<file path="src/rtl/pe_ws_mac.sv">
// rtl/pe_ws_mac.sv - weight-stationary MAC processing element with double-buffered weights
module pe_ws_mac #(
  parameter int DATA_W = 16,
  parameter int ACC_W  = 32
) (
  input  logic              clk,
  input  logic              rst_n,
  input  logic              w_load,
  input  logic [DATA_W-1:0] w_in,
  input  logic              w_swap,
  output logic [DATA_W-1:0] w_out,
  input  logic [DATA_W-1:0] a_in,
  input  logic              a_valid_in,
  output logic [DATA_W-1:0] a_out,
  output logic              a_valid_out,
  input  logic [ACC_W-1:0]  psum_in,
  output logic [ACC_W-1:0]  psum_out,
  output logic              psum_valid_out,
  input  logic              sat_en,
  input  logic              clr_stats,
  output logic [31:0]       op_count,
  output logic              ovf_sticky
);

  if (ACC_W < 2 * DATA_W) begin : g_bad_width
    $error("pe_ws_mac: ACC_W must be at least 2*DATA_W");
  end

  localparam int PROD_W = 2 * DATA_W;

  logic [DATA_W-1:0]        shadow;
  logic [DATA_W-1:0]        active;
  logic signed [PROD_W-1:0] prod;
  logic signed [ACC_W:0]    sum;
  logic                     ovf;
  logic [ACC_W-1:0]         result;
  logic [31:0]              cnt_next;

  assign w_out = shadow;

  // One guard bit above the accumulator catches overflow in either direction.
  always_comb begin
    prod = $signed(a_in) * $signed(active);
    sum  = {{(ACC_W + 1 - PROD_W){prod[PROD_W-1]}}, prod}
         + {psum_in[ACC_W-1], psum_in};
    ovf  = sum[ACC_W] ^ sum[ACC_W-1];
    if (sat_en && ovf) begin
      result = sum[ACC_W] ? {1'b1, {(ACC_W-1){1'b0}}} : {1'b0, {(ACC_W-1){1'b1}}};
    end else begin
      result = sum[ACC_W-1:0];
    end
    cnt_next = (op_count >= 32'hFFFF_FFFE) ? 32'hFFFF_FFFF : op_count + 32'd2;
  end

  always_ff @(posedge clk or negedge rst_n) begin
    if (!rst_n) begin
      shadow         <= '0;
      active         <= '0;
      a_out          <= '0;
      a_valid_out    <= 1'b0;
      psum_out       <= '0;
      psum_valid_out <= 1'b0;
      op_count       <= '0;
      ovf_sticky     <= 1'b0;
    end else begin
      a_out          <= a_in;
      a_valid_out    <= a_valid_in;
      psum_valid_out <= a_valid_in;
      if (w_load) shadow <= w_in;
      if (w_swap) active <= shadow;
      if (a_valid_in) psum_out <= result;
      // Clearing the stats wins over a same-cycle MAC.
      if (clr_stats) begin
        op_count   <= '0;
        ovf_sticky <= 1'b0;
      end else if (a_valid_in) begin
        op_count <= cnt_next;
        if (ovf) ovf_sticky <= 1'b1;
      end
    end
  end

endmodule

</file>
<file path="config.mk">
export PLATFORM = sky130hd
export DESIGN_NAME = pe_ws_mac
export DESIGN_NICKNAME = d
export VERILOG_FILES = /design/src/rtl/pe_ws_mac.sv
export SDC_FILE = /design/constraint.sdc
export NUM_CORES = 1
export LEC_CHECK = 0
export CAP_MARGIN = 5
export CORE_MARGIN = 2
export CORE_UTILIZATION = 35
export DETAILED_ROUTE_END_ITERATION = 10
export PLACE_DENSITY_LB_ADDON = 0.1
export SLEW_MARGIN = 40
export SYNTH_ARGS = -nofsm -noshare
export SYNTH_HDL_FRONTEND = slang
export SYNTH_SLANG_ARGS = --single-unit
export TNS_END_PERCENT = 20
</file>
<file path="constraint.sdc">
create_clock -name clk -period 8.3 [get_ports clk]
set_input_delay 1.245 -clock clk [delete_from_list [all_inputs] [get_ports clk]]
set_output_delay 1.245 -clock clk [all_outputs]
set_load 0.05 [all_outputs]
</file>
==> results.yml <==
status:
  run_status: "finished clean"
synth:
  synthesis.area_per_instance_um2: 9.73
  synth_largest_area_cell: "fa_1"
  synth.area.top_cells: "fa_1 (38%), dfrtp_1 (18%), inv_1 (8.5%)"
  ffs_w_async_s_r_synth: 1.00
  synth_warnings: 0
  yosysTopAreaCellShare: 0.375
  synth_area_mm2: 0.0160
  syn-instance-count: 1640
  synth_nets: 2112
  synth_top_flop_cell: "dfrtp_1"
  seq_area_frac_synth: 0.179
  netlist-cell-type-count: 68
  flop_and_latch_count_out_of_synthesis: 114
  synth_enable_flop_cells: 0
worst_setup_path:
  r2r-start: "active[7]"
  timing_worst_setup_path_type: "in2reg"
  timing.critical_path.from_type: "input port"
  rrSetupSlack_ps: 1070
  critical_path.max_fanout: 21
  r2r_cells: 22
  endpoint_kind: "register"
  crit_required_ps: 8650
  startpoint: "a_in[15]"
  critical_path_arrival_ps: 8230
  r2r_end: "psum_out[25]"
finish:
  fin_cells: 2438
  number_of_antenna_diodes: 0
  area_growth_pct: 20.6
  fin_nets: 2297
  layout-drive-gt1-share: 0.0854
worst_hold_path:
  hold-path-endpoint: "op_count[0]"
  worstHoldPathCells: 2
  hp-start: "op_count[0]"
  hold_class: "reg2reg"
timing:
  clock.fmax_mhz: 127
  fin_crit_ps: 7890
  fin_hold_ws_ps: 500
  timing.slew.headroom: 0.462
  rsz0062_at_grt: "no"
  timing_max_transition_violations_final: 0
  setup_slack_ps: 415
  largest_clock_skew_in_the_final_design_ps: 11.1
  period_share: 0.950
  timing_worst_slew_pin_value_ps: 806
  hold_viol_final: 0
  setup_viol: 0
grt:
  grt_overflow_total: 0
  largest_net_degree_at_the_start_of_global_routing: 78
  antenna_found_initial: 0
  grt_first_pass_wirelength_mm: 69.4
  grt_pass1_vias: 13100
  groute.usage.overall: 0.190
clock_tree:
  worstSkewPairLatency_ps: 450
  post_cts_buffers: 0
  clock_tree.htree_level_count: 4
  clk_transition_reported_paths_ps: 60
  post_cts_hold_buffer_count: 0
  ctsRootBufferMaster: "clkbuf_16"
  ctsResizeCount: 0
  ctsLongestPathBuffers: 2
  tritoncts: "done"
  cts.sinks: 114
  cts-buffers-inserted: 17
flow_run:
  max_capacitance_violation_count: 0
place:
  numPortBuffers: 169
  post-place-ws_ps: -71.6
  post-place-cells: 2406
  place_hpwl_mm: 34.2
  finalWeightedCongestion: 0.807
drt:
  drc: 0
  totalWireLength_mm: 41.4
  via_count: 11700
  detail_route.vias_per_cell: 4.79
  detail_route.wl_per_cell_um: 17.0
  drt-pass1-iter-count: 5
  final_antenna_net_count: 0
  detail_route.iter0.violations: 480
floorplanning:
  core_mm2: 0.0452
  fp.dieArea_mm2: 0.0473
  die_w_um: 218
  start_util: 0.353
  rows: 78
  die_height_um: 218
  design.portCount: 170
cells in the final DEF, fill, tap and decap left out, types with 20 or more instances in the layout:
cell type        count
and2_1             118
xnor2_1             20
buf_4               58
dfrtp_1            114
fa_1               298
clkdlybuf4s50_1    165
a211oi_1            37
ha_1               102
o21ai_0             23
mux2_2              31
nor2_1              85
a21oi_1             38
inv_1              362
nand3_1             23
nand2_1            165
through the flow:
stage	cell area, µm²	setup TNS (ps)	utilization
after floorplan	16000	0	-
after global placement	18600	0	0.412
after detailed placement	18600	-226	0.412
after CTS	19300	0	0.426
after global routing	19200	0	0.426
final	19200	0	0.426
cells by family (layout without fill, tap and decap cells):
kind of cell,Yosys count,in the layout,synth area share
adders and majority gates,401,401,0.455
and+or+nand+nor,450,450,0.138
AOI/OAI and AO/OA,172,172,0.0780
muxes,39,39,0.0272
xor gates and xnor gates,38,38,0.0209
DFF,114,114,0.179
buffers and inverters,426,624,0.102
metal layers:
metal  global-route usage  wire (µm)
met1                0.238      18000
met2                0.339      21300
met3               0.0289       1300
met4               0.0543        784
met5                    0          0
worst max-delay path by stage:
stage / endpoint / slack [ps]
CTS: psum_out[2] / 390
finish: psum_out[2] / 410
global route: psum_out[25] / 40
floorplan: psum_out[16] / 620
detailed placement: psum_out[2] / -70
global placement: psum_out[25] / 170
critical path: stages:
cell and delay [ps]:
clkdlybuf4s50_1 600, nand2_1 240, inv_1 90, fa_2 590
inv_1 70, fa_1 600, inv_1 150, fa_1 490
fa_1 520, fa_1 490, inv_1 50, fa_1 470
inv_1 40, ha_1 340, and3_1 230, nand4_1 140
or4_1 410, o22a_2 240, a31oi_4 230, mux2_4 330
o21a_1 220, buf_12 170, a211oi_1 250
state kept, by name (all words and copies together) (netlist names):
signal and count:
op_count 32, psum_valid_out 1, psum_out 32, active 16, ovf_sticky 1, w_out 16
a_out 16
cell usage after synthesis (18+ instances only):
library cell / instances
o21ai_0: 23
clkbuf_1: 49
nand3_1: 23
and2_1: 118
dfrtp_1: 114
nor2_1: 85
xor2_1: 18
xnor2_1: 20
inv_1: 362
ha_1: 102
fa_1: 299
nand2_1: 165
a21oi_1: 38
mux2_2: 31
a211oi_1: 37
layout make-up:
class | count | area, µm²
inverter | 362 | 1360
clock inverter | 10 | 146
timing repair buffer | 230 | 2170
sequential | 114 | 2850
clock buffer | 22 | 494
multi-input combinational | 1100 | 11500
fill | 4447 | 25900
tap | 600 | 751
Power is not shown: default switching activity piles up to over one toggle a cycle in this logic, so the estimate is an artifact.
